<file path="config.mk">
export PLATFORM = sky130hd
export DESIGN_NAME = div_flat
export DESIGN_NICKNAME = d
export VERILOG_FILES = /design/src/rtl/div_pkg.sv /design/src/rtl/div_if.sv /design/src/rtl/div_step.sv /design/src/rtl/div.sv /design/src/flat_wrapper.sv
export SDC_FILE = /design/constraint.sdc
export NUM_CORES = 1
export LEC_CHECK = 0
export BUFFER_PORTS_ARGS = -buffer_cell sky130_fd_sc_hd__buf_4
export CORE_UTILIZATION = 40
export DETAILED_ROUTE_END_ITERATION = 12
export MAX_ROUTING_LAYER = met4
export PLACE_DENSITY = 0.61
export RECOVER_POWER = 100
export SYNTH_ARGS = -nofsm -noshare
export SYNTH_HDL_FRONTEND = slang
export SYNTH_SLANG_ARGS = --single-unit
export TNS_END_PERCENT = 5
</file>
<file path="constraint.sdc">
create_clock -name clk -period 10.6 [get_ports clk]
set_input_delay 3.18 -clock clk [delete_from_list [all_inputs] [get_ports clk]]
set_output_delay 3.18 -clock clk [all_outputs]
set_load 0.05 [all_outputs]
</file>
<file path="src/rtl/div_pkg.sv">
// Shared definitions for the OpenMIPS divider: widths, FSM encoding, handshake levels, opcodes.
package div_pkg;

   localparam int unsigned RegWidth       = 32;
   localparam int unsigned DoubleRegWidth = 64;

   typedef enum logic [1:0] {
      DivFree   = 2'b00,
      DivByZero = 2'b01,
      DivOn     = 2'b10,
      DivEnd    = 2'b11
   } div_state_e;

   localparam logic DivResultReady    = 1'b1;
   localparam logic DivResultNotReady = 1'b0;
   localparam logic DivStart          = 1'b1;
   localparam logic DivStop           = 1'b0;

   localparam logic [7:0] ExeDivOp  = 8'b0001_1010;
   localparam logic [7:0] ExeDivuOp = 8'b0001_1011;

   function automatic logic [RegWidth-1:0] cond_neg(logic [RegWidth-1:0] v, logic neg);
      return neg ? (~v + 32'd1) : v;
   endfunction

endpackage

</file>
<file path="src/rtl/div_if.sv">
// Handshake bundle between the execute stage (master) and the divider (slave).
interface div_if;
   import div_pkg::*;

   logic                      signed_div_i;
   logic [RegWidth-1:0]       opdata1_i;
   logic [RegWidth-1:0]       opdata2_i;
   logic                      start_i;
   logic                      annul_i;
   logic [DoubleRegWidth-1:0] result_o;
   logic                      ready_o;

   modport master (
      output signed_div_i, opdata1_i, opdata2_i, start_i, annul_i,
      input  result_o, ready_o
   );

   modport slave (
      input  signed_div_i, opdata1_i, opdata2_i, start_i, annul_i,
      output result_o, ready_o
   );

endinterface

</file>
<file path="src/rtl/div_step.sv">
// One restoring-division step: trial subtract of the divisor from {rem, next dividend bit}.
module div_step
   import div_pkg::*;
(
   input  logic [RegWidth-1:0] rem,
   input  logic                dvd_msb,
   input  logic [RegWidth-1:0] divisor,
   output logic [RegWidth-1:0] rem_next,
   output logic                q_bit
);

   logic [RegWidth:0]   upper;
   logic [RegWidth-1:0] diff;

   // A non-negative 33-bit difference always fits in 32 bits because rem < divisor.
   always_comb begin
      upper    = {rem, dvd_msb};
      q_bit    = (upper >= {1'b0, divisor});
      diff     = upper[RegWidth-1:0] - divisor;
      rem_next = q_bit ? diff : upper[RegWidth-1:0];
   end

endmodule

</file>
<file path="src/rtl/div.sv">
// Multi-cycle radix-2 restoring divider for DIV/DIVU; result is {remainder, quotient}.
module div
   import div_pkg::*;
(
   input logic  clk,
   input logic  rst,
   div_if.slave bus
);

   div_state_e                state_q, state_d;
   logic [4:0]                cnt_q, cnt_d;
   logic [RegWidth-1:0]       dvd_q, dvd_d;
   logic [RegWidth-1:0]       rem_q, rem_d;
   logic [RegWidth-1:0]       dvs_q, dvs_d;
   logic                      neg_quot_q, neg_quot_d;
   logic                      neg_rem_q, neg_rem_d;
   logic [DoubleRegWidth-1:0] result_q, result_d;
   logic                      ready_q, ready_d;

   logic [RegWidth-1:0] rem_step;
   logic                q_bit;
   logic [RegWidth-1:0] dvd_step;

   div_step u_step (
      .rem      (rem_q),
      .dvd_msb  (dvd_q[RegWidth-1]),
      .divisor  (dvs_q),
      .rem_next (rem_step),
      .q_bit    (q_bit)
   );

   assign dvd_step = {dvd_q[RegWidth-2:0], q_bit};

   always_comb begin
      state_d    = state_q;
      cnt_d      = cnt_q;
      dvd_d      = dvd_q;
      rem_d      = rem_q;
      dvs_d      = dvs_q;
      neg_quot_d = neg_quot_q;
      neg_rem_d  = neg_rem_q;
      result_d   = result_q;
      ready_d    = ready_q;

      case (state_q)
         DivFree: begin
            if (bus.start_i == DivStart && !bus.annul_i) begin
               if (bus.opdata2_i == '0) begin
                  state_d = DivByZero;
               end else begin
                  state_d    = DivOn;
                  cnt_d      = '0;
                  rem_d      = '0;
                  dvd_d      = cond_neg(bus.opdata1_i, bus.signed_div_i & bus.opdata1_i[31]);
                  dvs_d      = cond_neg(bus.opdata2_i, bus.signed_div_i & bus.opdata2_i[31]);
                  neg_quot_d = bus.signed_div_i & (bus.opdata1_i[31] ^ bus.opdata2_i[31]);
                  neg_rem_d  = bus.signed_div_i & bus.opdata1_i[31];
               end
            end
         end
         DivByZero: begin
            if (bus.annul_i) begin
               state_d = DivFree;
            end else begin
               state_d  = DivEnd;
               result_d = '0;
               ready_d  = DivResultReady;
            end
         end
         DivOn: begin
            if (bus.annul_i) begin
               state_d = DivFree;
               cnt_d   = '0;
            end else begin
               rem_d = rem_step;
               dvd_d = dvd_step;
               cnt_d = cnt_q + 5'd1;
               if (cnt_q == 5'd31) begin
                  state_d  = DivEnd;
                  ready_d  = DivResultReady;
                  result_d = {cond_neg(rem_step, neg_rem_q), cond_neg(dvd_step, neg_quot_q)};
               end
            end
         end
         DivEnd: begin
            if (bus.start_i == DivStop) begin
               state_d  = DivFree;
               cnt_d    = '0;
               ready_d  = DivResultNotReady;
               result_d = '0;
            end
         end
         default: state_d = DivFree;
      endcase
   end

   always_ff @(posedge clk) begin
      if (rst) begin
         state_q    <= DivFree;
         cnt_q      <= '0;
         dvd_q      <= '0;
         rem_q      <= '0;
         dvs_q      <= '0;
         neg_quot_q <= 1'b0;
         neg_rem_q  <= 1'b0;
         result_q   <= '0;
         ready_q    <= DivResultNotReady;
      end else begin
         state_q    <= state_d;
         cnt_q      <= cnt_d;
         dvd_q      <= dvd_d;
         rem_q      <= rem_d;
         dvs_q      <= dvs_d;
         neg_quot_q <= neg_quot_d;
         neg_rem_q  <= neg_rem_d;
         result_q   <= result_d;
         ready_q    <= ready_d;
      end
   end

   assign bus.result_o = result_q;
   assign bus.ready_o  = ready_q;

endmodule

</file>
<file path="src/flat_wrapper.sv">
// flat-port wrapper written by rule: the top's interface ports become plain ports
module div_flat import div_pkg::*;
  (clk, rst, bus_signed_div_i, bus_opdata1_i, bus_opdata2_i, bus_start_i, bus_annul_i, bus_result_o, bus_ready_o);
  div_if bus_i ();
  input logic clk;
  input logic rst;
  input wire logic [$bits(bus_i.signed_div_i)-1:0] bus_signed_div_i;
  input wire logic [$bits(bus_i.opdata1_i)-1:0] bus_opdata1_i;
  input wire logic [$bits(bus_i.opdata2_i)-1:0] bus_opdata2_i;
  input wire logic [$bits(bus_i.start_i)-1:0] bus_start_i;
  input wire logic [$bits(bus_i.annul_i)-1:0] bus_annul_i;
  output wire logic [$bits(bus_i.result_o)-1:0] bus_result_o;
  output wire logic [$bits(bus_i.ready_o)-1:0] bus_ready_o;
  assign bus_i.signed_div_i = bus_signed_div_i;
  assign bus_i.opdata1_i = bus_opdata1_i;
  assign bus_i.opdata2_i = bus_opdata2_i;
  assign bus_i.start_i = bus_start_i;
  assign bus_i.annul_i = bus_annul_i;
  assign bus_result_o = bus_i.result_o;
  assign bus_ready_o = bus_i.ready_o;
  div u_core (.clk(clk), .rst(rst), .bus(bus_i));
endmodule
</file>
==> results of run 1 <==
## metrics by stage
stage                     hold WS [ns]  instances  setup WS, ns   util  instance area, um2
after floorplan                  0.432       1601          4.51      -               11700
after global placement           0.435       2026          3.70  0.447               12900
after detailed placement         0.446       2026          3.65  0.447               12900
after CTS                        0.457       2058          4.09  0.468               13500
after global routing             0.472       2058          2.99  0.459               13200
final                            0.453       2058          3.46  0.459               13200
## where the power goes
group | leakage (nW) | internal [mW] | total, mW | switching, mW
combinational | 3.32 | 0.713 | 2.13 | 1.41
sequential | 1.38 | 0.715 | 0.795 | 0.0796
clock | 0.295 | 0.339 | 0.654 | 0.314
total | 5.00 | 1.77 | 3.57 | 1.81
## routing by layer
layer,part of all wire,vias to the layer above
li1,-,5796
met1,0.51,5309
met2,0.42,335
met3,0.052,40
met4,0.020,0
met5,0,-
## layout by cell type, fill, tap and decap left out, types with 4 or more instances in the layout
cell / n
ha_1: 42
a22oi_1: 51
o21ai_0: 116
inv_8: 5
nor2_1: 186
nor4_1: 15
nand3_1: 36
nand2b_1: 11
nand2_1: 216
a211oi_1: 46
mux2i_1: 12
nor2b_1: 16
clkbuf_1: 71
o21a_1: 7
xnor2_1: 82
inv_1: 53
nand4b_1: 4
or2_2: 13
and3_1: 7
nor3_1: 44
o41ai_1: 15
a31oi_1: 11
a211o_1: 4
dfxtp_1: 170
a21oi_1: 126
a21o_1: 10
o211a_1: 4
clkbuf_16: 17
o31ai_1: 25
or3_1: 11
nand4_1: 15
buf_4: 74
o211ai_1: 10
or4_1: 14
and2_1: 8
xor2_1: 59
## state kept, by name (all words and copies together), names as in the netlist
signal	count
u_core.bus.result_o	64
u_core.dvd_q	32
u_core.dvs_q	32
u_core.rem_q	32
u_core.cnt_q	5
u_core.state_q	2
u_core.bus.ready_o	1
u_core.neg_quot_q	1
u_core.neg_rem_q	1
## critical path, stage by stage
cell	delay (ns)
clkbuf_1	0.12
inv_1	0.09
ha_1	0.16
inv_1	0.05
nor3_1	0.37
nand4_1	0.21
nor3_1	0.40
nand3_1	0.24
or4_1	0.63
nand3_1	1.48
nor2_1	0.18
a211oi_1	0.30
## kinds of logic after synthesis
| logic type | after synthesis | synth area share |
|---|---|---|
| simple gates | 610 | 0.236 |
| flops | 170 | 0.290 |
| compound gates | 465 | 0.253 |
| fa+ha+maj | 44 | 0.0476 |
| mux | 14 | 0.0122 |
| buf+inv | 157 | 0.0551 |
| xor+xnor | 141 | 0.105 |
## cell type report
type | count | area (um2)
fillers | 2985 | 15600
multi-input cells | 1274 | 7680
flip-flops and latches | 170 | 3400
repair buffers | 145 | 822
well taps | 384 | 480
clock buffers | 17 | 425
inverters | 53 | 199
clock inverters | 15 | 183
## final timing paths
check | start | endpoint | slack, ns
min | u_core.bus.result_o[54] | u_core.bus.result_o[54] | 0.45
max reg2reg | u_core.rem_q[13] | u_core.bus.result_o[26] | 5.73
max | bus_opdata2_i[0] | u_core.dvs_q[10] | 3.46
min reg2reg | u_core.bus.result_o[54] | u_core.bus.result_o[54] | 0.45
==> summary.md, run 1 <==
| Metric | Value |
|---|---|
| Status | `finished, violations left` |
| Violated checks | `capacitance limit, slew limit` |
| Largest net degree at the start of global routing | `85` |
| Chip height | `173 um` |
| Leading cell types by count after synthesis | `nand2_1, nor2_1, dfxtp_1, a21oi_1, o21ai_0` |
| RePlAce Congestion | `0.906` |
| Top cells by area, synth | `dfxtp_1, nand2_1, xnor2_1, nor2_1, a21oi_1` |
| TritonCTS buffer count | `17` |
| Met2 usage | `0.350` |
| Site row count | `62` |
| Post-CTS sizing | `0` |
| WL/cell | `17.6 um` |
| Initial Util | `0.407` |
| Core region area | `28800 um2` |
| CP Max Fanout | `57` |
| Worst Tran Pin Value | `2.17 ns` |
| Grt peak-use layer | `met1` |
| Hold Vio Cnt, Final | `0` |
| Port-buffer cells | `133` |
| Vias | `11480` |
| Clock sink total | `170` |
| Routing usage on met1 | `0.366` |
| Cell Area, Synth | `11700 um2` |
| # IOs | `134` |
| Share of cells above drive strength 1 | `0.0812` |
| Clk root buf | `clkbuf_16` |
| WS Path Type | `input pin to flip-flop` |
| Worst-path clk slew | `0.08 ns` |
| Reg2Reg Depth | `16` |
| Later-pin clock latency in the skew report | `0.44 ns` |
| RSZ-0062 raised after global routing | `false` |
| Max-slew violation count | `103` |
| Vias in the first global route | `10562` |
| Hold/Removal Path Class | `flip-flop to flip-flop` |
| CTS tree | `built` |
| Final setup fails | `0` |
| Post-synth EDFFs | `0` |
| Period utilisation layout | `0.673` |
| Max_slew headroom | `-0.448` |
| Prevailing post-synth register cell | `dfxtp_1` |
| Leakage | `5.00 nW` |
| DIE WIDTH | `173 um` |
| Met3 usage | `0.0295` |
| Clock skew | `0.0117 ns` |
| Most common cell in the synthesized netlist | `nand2_1` |
| Max rail drop VDD | `0.180 mV` |
| DRC viols | `0` |
| Area growth from synthesis to layout | `12.6%` |
| Synth async-reset ratio | `0` |
| H-tree depth | `4` |
| Post-CTS Hold Fix Bufs | `0` |
| Max-Cap Viols | `2` |
| Gr ovfl total | `0` |
| Synthesized area per cell | `7.32 um2` |
| Vias per cell | `5.58` |
| Final min period | `7.14 ns` |
| CP required | `10.92 ns` |
| CP Data Arrival Time | `7.46 ns` |
| Initial DRC count | `891` |
| YS warnings | `0` |
| Final wirelength | `36300 um` |
| Netlist cell types | `70` |
| First-pass GRT wire length | `58000 um` |
| Initial antenna violation count | `0` |
| All-Layer GR Usage | `0.248` |
| Worst setup EP type | `flip-flop` |
| Post-Syn Instances | `1601` |
| Antenna Diode Count | `0` |
| Hpwl dp | `27100 um` |
| Final Total Pwr | `3.57 mW` |
| TritonRoute pass-1 iters | `5` |
| Yosys top cell by area | `dfxtp_1` |
| Synth top area share | `0.290` |
| Worst Hold Path Cells | `2` |
| Die area | `30000 um2` |
| Setup Buffers After CTS | `0` |
| Clock tree buffer depth | `2` |
| Critical path startpoint category | `input pin` |
| Post-DRT Antenna Nets | `0` |
| Final setup TNS | `0 ns` |
| Syn nets | `1714` |
| Sequential area share after synthesis | `0.290` |
| Final nets | `1774` |
| Maximum clock rate | `140 MHz` |
| Synth Register Bits | `170` |
| PwrDens | `271 nW/um2` |
Power figures use the tool's default switching activity.
==> run 2, diff against run 1 <==
Settings changed: PLACE_DENSITY 0.61 to 0.63.
Clock period 10.6 ns to 5.9 ns, I/O delays scaled along.
==> run 2 against run 1 <==
The flow now finishes without violations. Critical path type unchanged. Die area unchanged. Total power is 80% higher. Sequential share of layout area hardly changed. First-iteration DRC count rose by 5.3%. Setup slack got worse by 2.7 ns. Largest power group unchanged. Core utilization increased by 0.083 points.
==> summary.md, run 2 (synthesized netlist as in run 1, its figures left out) <==
| Metric | Value |
|---|---|
| Initial antenna violation count | `0 (unchanged)` |
| Port-buffer cells | `133 (unchanged)` |
| R2R Setup Slk | `0.93 ns (was 5.73 ns)` |
| Final Util | `0.459 (about the same)` |
| Post-CTS sizing | `0 (unchanged)` |
| CP Data Arrival Time | `5.53 ns (was 7.46 ns)` |
| Chip height | `173 um (unchanged)` |
| Core region area | `28800 um2 (unchanged)` |
| Worst hold slack | `0.450 ns (was 0.453 ns)` |
| Vias per cell | `5.67 (was 5.58)` |
| # IOs | `134 (unchanged)` |
| TritonCTS buffer count | `17 (unchanged)` |
| Max_slew headroom | `0.176 (was -0.448)` |
| Period utilisation layout | `0.876` |
| Vias | `11677 (was 11480)` |
| Final setup fails | `0 (unchanged)` |
| Clock tree buffer depth | `2 (unchanged)` |
| Vias in the first global route | `10494 (was 10562)` |
| Clk root buf | `clkbuf_16 (unchanged)` |
| Final nets | `1778 (was 1774)` |
| First-pass GRT wire length | `56900 um (was 58000 um)` |
| WL/cell | `17.5 um (was 17.6 um)` |
| Final min period | `5.17 ns` |
| Initial DRC count | `938 (was 891)` |
| Die area | `30000 um2 (unchanged)` |
| RR Endpoint | `u_core.bus.result_o[61] (was u_core.bus.result_o[26])` |
| CP Max Fanout | `23 (was 57)` |
| Antenna Diode Count | `0 (unchanged)` |
| Worst Tran Pin Value | `1.24 ns (was 2.17 ns)` |
| Setup Buffers After CTS | `0 (unchanged)` |
| CTS tree | `built (unchanged)` |
| Clock sink total | `170 (unchanged)` |
| RSZ-0062 raised after global routing | `false (unchanged)` |
| Placed Cells incl. Taps | `2030 (was 2026)` |
| All-Layer GR Usage | `0.244 (was 0.248)` |
| Most frequent cells in the layout | `nand2_1, nor2_1, dfxtp_1, a21oi_1, o21ai_0 (unchanged)` |
| Worst Hold Path Cells | `2 (unchanged)` |
| WS Path Type | `input pin to flip-flop (unchanged)` |
| H-tree depth | `4 (unchanged)` |
| Final setup TNS | `0 ns (unchanged)` |
| Final wirelength | `36100 um (was 36300 um)` |
| Share of cells above drive strength 1 | `0.0787 (was 0.0812)` |
| Post-DRT Antenna Nets | `0 (unchanged)` |
| DRC viols | `0 (unchanged)` |
| Gr ovfl total | `0 (unchanged)` |
| Commonest non-fill, non-tap cell in the layout | `nand2_1 (unchanged)` |
| PwrDens | `488 nW/um2 (was 271 nW/um2)` |
| Max-slew violation count | `0 (was 103)` |
| CP required | `6.26 ns (was 10.92 ns)` |
| Worst setup EP type | `flip-flop (unchanged)` |
| Crit Reg-Reg Startpoint | `u_core.dvs_q[6] (was u_core.rem_q[13])` |
| Hold/Removal Path Class | `flip-flop to flip-flop (unchanged)` |
| Critical path startpoint category | `input pin (unchanged)` |
| Status | `completed (was finished, violations left)` |
| Hold_sp | `u_core.bus.result_o[52] (was u_core.bus.result_o[54])` |
| Non-Filler Instances | `2061 (was 2058)` |
| Largest net degree at the start of global routing | `85 (unchanged)` |
| Area growth from synthesis to layout | `12.8% (was 12.6%)` |
| Post-route setup slack | `0.730 ns (was 3.46 ns)` |
| Worst-path clk slew | `0.07 ns (was 0.08 ns)` |
| Max-Cap Viols | `0 (was 2)` |
| RePlAce Congestion | `0.954 (was 0.906)` |
| Site row count | `62 (unchanged)` |
| Initial Util | `0.407 (unchanged)` |
| Leakage | `5.01 nW (was 5.00 nW)` |
| Pre-CTS WS | `0.691 ns (was 3.65 ns)` |
| Clock skew | `0.0144 ns (was 0.0117 ns)` |
| Post-CTS Hold Fix Bufs | `0 (unchanged)` |
| Hold Vio Cnt, Final | `0 (unchanged)` |
| Max reg flops | `64 (unchanged)` |
| Max rail drop VDD | `0.292 mV (was 0.180 mV)` |
| Maximum clock rate | `193 MHz` |
| Later-pin clock latency in the skew report | `0.44 ns (about the same)` |
| DIE WIDTH | `173 um (unchanged)` |
| Reg2Reg Depth | `14 (was 16)` |
| Hpwl dp | `27200 um (was 27100 um)` |
| Hold Path Sink | `u_core.bus.result_o[52] (was u_core.bus.result_o[54])` |
| TritonRoute pass-1 iters | `7 (was 5)` |
[run 2: cell types whose count changed in the layout (fill, tap and decap cells not counted), moves of 2 or more]
cell | previous run | this run
inv_6 | 1 | 3
bufinv_16 | 1 | 4
clkinv_8 | 3 | 0
clkbuf_1 | 71 | 76
buf_4 | 74 | 76
inv_8 | 5 | 0
clkinv_4 | 3 | 0
[run 2: report_power, final]
part | internal [mW] | total, mW | switching, mW
combinational | 1.27 | 3.81 | 2.54
sequential | 1.29 | 1.43 | 0.145
clock | 0.711 | 1.21 | 0.497
[run 2: final cells by class]
| type | instances | area, um2 |
|---|---|---|
| Multi-Input combinational cell | 1274 | 7670 |
| Fill cell | 2969 | 15600 |
| Clock inverter | 10 | 166 |
| Sequential cell | 170 | 3400 |
| Inverter | 53 | 199 |
| Tap cell | 384 | 480 |
| Timing Repair Buffer | 149 | 861 |
| Clock buffer | 21 | 440 |
[run 2: worst max path at each step]
stage	from	endpoint	slack (ns)	cells past startpoint
finish	bus_opdata2_i[0]	u_core.dvd_q[5]	0.73	15
global route	bus_opdata2_i[0]	u_core.dvd_q[8]	0.42	15
CTS	bus_opdata2_i[0]	u_core.dvd_q[11]	1.13	15
detailed placement	bus_opdata2_i[0]	u_core.dvd_q[5]	0.69	15
global placement	bus_opdata2_i[0]	u_core.dvd_q[8]	0.79	15
floorplan	bus_opdata2_i[0]	u_core.rem_q[0]	1.22	16
[run 2: stage by stage]
stage                     area (um2)  power (mW)
final                          13200        6.45
after detailed placement       12900        5.26
after floorplan                11700        4.26
after global placement         12900        5.22
after CTS                      13500        6.47
after global routing           13200        6.87
[run 2: worst max-delay path: stages]
cell and delay, ns:
clkbuf_1 0.13, inv_1 0.10, ha_1 0.17, inv_1 0.06, nor3_1 0.35, nand4_1 0.22
nor3_1 0.17, clkbuf_1 0.20, nand3_1 0.17, or4_1 0.63, a31oi_1 0.30, or2_2 0.46
clkbuf_1 0.49, nand2_1 0.12, a21oi_1 0.17
[run 2: layer usage]
layer  global-route usage  part of all wire  vias up
met1                0.359              0.50     5438
met4               0.0745             0.024        0
met2                0.344              0.41      382
li1                     -                 -     5798
met5                    -                 0        -
met3               0.0310             0.056       59
==> run 3, diff against run 2 <==
Settings changed: ABC_AREA set to 1, GPL_ROUTABILITY_DRIVEN set to 1.
==> run 3 against run 2 <==
Global-route usage is 1.6 points higher. Setup slack improved by 0.22 ns. Via count rose by 15%. Largest power group unchanged.
==> summary.md, run 3 <==
| Metric | Value |
|---|---|
| Clk root buf | `clkbuf_16 (unchanged)` |
| Vias in the first global route | `12269 (was 10494)` |
| RSZ-0062 raised after global routing | `false (unchanged)` |
| TritonCTS buffer count | `17 (unchanged)` |
| Initial Util | `0.407 (about the same)` |
| DIE WIDTH | `181 um (was 173 um)` |
| Worst-path clk slew | `0.06 ns (was 0.07 ns)` |
| Site row count | `65 (was 62)` |
| CP Max Fanout | `35 (was 23)` |
| Clock sink total | `170 (unchanged)` |
| Post-synth EDFFs | `0 (unchanged)` |
| Most common cell in the synthesized netlist | `nand2_1 (unchanged)` |
| Hold_sp | `u_core.bus.result_o[51] (was u_core.bus.result_o[52])` |
| Worst setup EP type | `flip-flop (unchanged)` |
| Final min period | `4.95 ns (was 5.17 ns)` |
| Chip height | `181 um (was 173 um)` |
| Post-CTS sizing | `0 (unchanged)` |
| Status | `completed (unchanged)` |
| Final setup fails | `0 (unchanged)` |
| Hpwl dp | `32800 um (was 27200 um)` |
| Post-CTS Hold Fix Bufs | `0 (unchanged)` |
| Synth async-reset ratio | `0 (unchanged)` |
| Max-Cap Viols | `0 (unchanged)` |
| Leading cell types by count after synthesis | `nand2_1, inv_1, a21oi_1, nor2_1, dfxtp_1 (was nand2_1, nor2_1, dfxtp_1, a21oi_1, o21ai_0)` |
| Post-Syn Instances | `2106 (was 1601)` |
| Prevailing post-synth register cell | `dfxtp_1 (unchanged)` |
| WL/cell | `15.9 um (was 17.5 um)` |
| Hold Path Sink | `u_core.bus.result_o[51] (was u_core.bus.result_o[52])` |
| CP max stage cell | `inv_2 (was or4_1)` |
| Top cells by area, synth | `dfxtp_1, nand2_1, a21oi_1, inv_1, nor2_1 (was dfxtp_1, nand2_1, xnor2_1, nor2_1, a21oi_1)` |
| DRT met1 WL | `19600 um (was 18200 um)` |
| Netlist cell types | `53 (was 70)` |
| DRC viols | `0 (unchanged)` |
| All-Layer GR Usage | `0.261 (was 0.244)` |
| Crit Reg-Reg Startpoint | `u_core.state_q[0] (was u_core.dvs_q[6])` |
| Commonest non-fill, non-tap cell in the layout | `nand2_1 (unchanged)` |
| Hold Vio Cnt, Final | `0 (unchanged)` |
| Port-buffer cells | `133 (unchanged)` |
| Worst Hold Path Cells | `2 (unchanged)` |
| RR Endpoint | `u_core.bus.result_o[37] (was u_core.bus.result_o[61])` |
| Max rail drop VDD | `0.252 mV (was 0.292 mV)` |
| Clock skew | `0.0102 ns (was 0.0144 ns)` |
| Max reg flops | `64 (unchanged)` |
| Max-slew violation count | `0 (unchanged)` |
| Layout Cell Area excl Fill | `14400 um2 (was 13200 um2)` |
| Clock tree buffer depth | `2 (unchanged)` |
| Crit path buffers/inverters | `7 (was 5)` |
| WS Path Type | `input pin to flip-flop (unchanged)` |
| Reg2Reg Depth | `14 (unchanged)` |
| Synth top area share | `0.265 (was 0.290)` |
| Yosys top cell by area | `dfxtp_1 (unchanged)` |
| Cell Area, Synth | `12900 um2 (was 11700 um2)` |
| Final wirelength | `41600 um (was 36100 um)` |
| Placed Area | `14100 um2 (was 12900 um2)` |
| Max Used Layer | `met4 (unchanged)` |
| Most frequent cells in the layout | `nand2_1, inv_1, a21oi_1, nor2_1, dfxtp_1 (was nand2_1, nor2_1, dfxtp_1, a21oi_1, o21ai_0)` |
| Vias per cell | `5.14 (was 5.67)` |
| TritonRoute pass-1 iters | `6 (was 7)` |
| R2R Setup Slk | `1.25 ns (was 0.93 ns)` |
| Gr ovfl total | `0 (unchanged)` |
| Sequential area share after synthesis | `0.265 (was 0.290)` |
| Period utilisation layout | `0.839 (was 0.876)` |
| CP required | `6.24 ns (was 6.26 ns)` |
| CP Data Arrival Time | `5.29 ns (was 5.53 ns)` |
| Hold/Removal Path Class | `flip-flop to flip-flop (unchanged)` |
| Synthesized area per cell | `6.10 um2 (was 7.32 um2)` |
| Antenna Diode Count | `0 (unchanged)` |
| Share of cells above drive strength 1 | `0.103 (was 0.0787)` |
| RePlAce Congestion | `0.945 (was 0.954)` |
| CP delay by family, top | `buffers and inverters (was simple AND/OR/NAND/NOR gates)` |
| Worst Tran Pin Value | `1.10 ns (was 1.24 ns)` |
| Later-pin clock latency in the skew report | `0.44 ns (about the same)` |
| YS warnings | `0 (unchanged)` |
| Initial antenna violation count | `0 (unchanged)` |
| Syn nets | `2219 (was 1714)` |
| Metal2 WL | `19600 um (was 15000 um)` |
| PwrDens | `474 nW/um2 (was 488 nW/um2)` |
| Synth Register Bits | `170 (unchanged)` |
| Maximum clock rate | `202 MHz (was 193 MHz)` |
| Die area | `32900 um2 (was 30000 um2)` |
| Initial DRC count | `898 (was 938)` |
| Largest net degree at the start of global routing | `72 (was 85)` |
| H-tree depth | `4 (unchanged)` |
| Final setup TNS | `0 ns (unchanged)` |
| Max_slew headroom | `0.268 (was 0.176)` |
| Leakage | `6.73 nW (was 5.01 nW)` |
| # IOs | `134 (unchanged)` |
| Vias | `13409 (was 11677)` |
| Met3 WL post-DR | `1680 um (was 2030 um)` |
| Crit path cell chain | `clkbuf_4 -> inv_1 -> ha_1 -> inv_1 -> nor4_1 -> nand2_1 -> nor2_1 -> nand3_1 -> nor2_1 -> nor2_1 -> inv_1 -> a211oi_1 -> clkbuf_1 -> inv_2 -> clkbuf_1 -> a21oi_1 -> a221oi_1 (was clkbuf_1 -> inv_1 -> ha_1 -> inv_1 -> nor3_1 -> nand4_1 -> nor3_1 -> clkbuf_1 -> nand3_1 -> or4_1 -> a31oi_1 -> or2_2 -> clkbuf_1 -> nand2_1 -> a21oi_1)` |
| First-pass GRT wire length | `65800 um (was 56900 um)` |
| Critical path startpoint category | `input pin (unchanged)` |
| Final nets | `2308 (was 1778)` |
| Post-DRT Antenna Nets | `0 (unchanged)` |
| Setup Buffers After CTS | `0 (unchanged)` |
| CTS tree | `built (unchanged)` |
| Max stage delay on crit path | `0.66 ns (was 0.63 ns)` |
| Area growth from synthesis to layout | `12.2% (was 12.8%)` |
| Core region area | `31600 um2 (was 28800 um2)` |
[run 3: layout make-up]
class	instances	area [um2]
clock buffers	19	453
clock inverters	11	136
fillers	3458	17100
inverters	286	1070
multi-input cells	1575	8030
flip-flops and latches	170	3400
well taps	402	503
repair buffers	145	822
[run 3: cell families after synthesis]
group / Yosys count / synth area share
AO/OA/AOI/OAI: 401 / 0.168
XOR/XNOR: 73 / 0.0497
adder cells (fa/ha/maj): 44 / 0.0434
buffers and inverters: 361 / 0.110
flip-flops: 170 / 0.265
AND/OR/NAND/NOR: 1057 / 0.364
[run 3: per-layer routing]
layer  track usage  vias to the layer above
met5             -                        -
met4        0.0698                        0
met3        0.0254                       43
met2         0.427                      341
met1         0.341                     6115
li1              -                     6910
[run 3: worst max-delay path by stage]
stage	from	endpoint	slack (ns)	cells after the start
after detailed placement	bus_opdata2_i[0]	u_core.dvd_q[8]	1.10	17
after global routing	bus_opdata2_i[0]	u_core.dvd_q[0]	0.58	17
after CTS	u_core.dvs_q[17]	u_core.bus.result_o[30]	1.52	22
after floorplan	bus_opdata1_i[0]	u_core.dvd_q[28]	2.10	17
after global placement	bus_opdata2_i[0]	u_core.dvd_q[17]	1.19	18
final	bus_opdata2_i[0]	u_core.dvd_q[0]	0.95	17
[run 3: worst reg2reg max path, stage by stage, from the launching register on]
cell,delay (ns)
dfxtp_1,0.36
inv_1,0.10
ha_1,0.23
buf_4,0.27
inv_2,0.40
nor2_1,0.08
nor4_1,0.77
inv_2,0.08
buf_4,0.35
nor2_1,0.70
buf_4,0.38
inv_1,0.37
a21oi_1,0.24
o21ai_0,0.11
a21oi_1,0.13
[run 3: stage by stage]
stage                     instances  utilization  worst slack (ns)  hold WS, ns  power (mW)
after floorplan                2106            -              2.10        0.432        4.66
after global placement         2578        0.447              1.19        0.453        5.68
after detailed placement       2578        0.447              1.10        0.456        5.71
after CTS                      2608        0.466              1.52        0.466        6.87
after global routing           2608        0.457             0.581        0.483        7.41
final                          2608        0.457             0.949        0.463        6.83
[run 3: power by group]
group | switching, mW | total (mW) | leakage (nW) | internal, mW
registers | 0.185 | 1.52 | 1.38 | 1.34
clock network | 0.498 | 1.15 | 0.277 | 0.649
logic | 2.94 | 4.16 | 5.07 | 1.22
total | 3.63 | 6.83 | 6.73 | 3.20
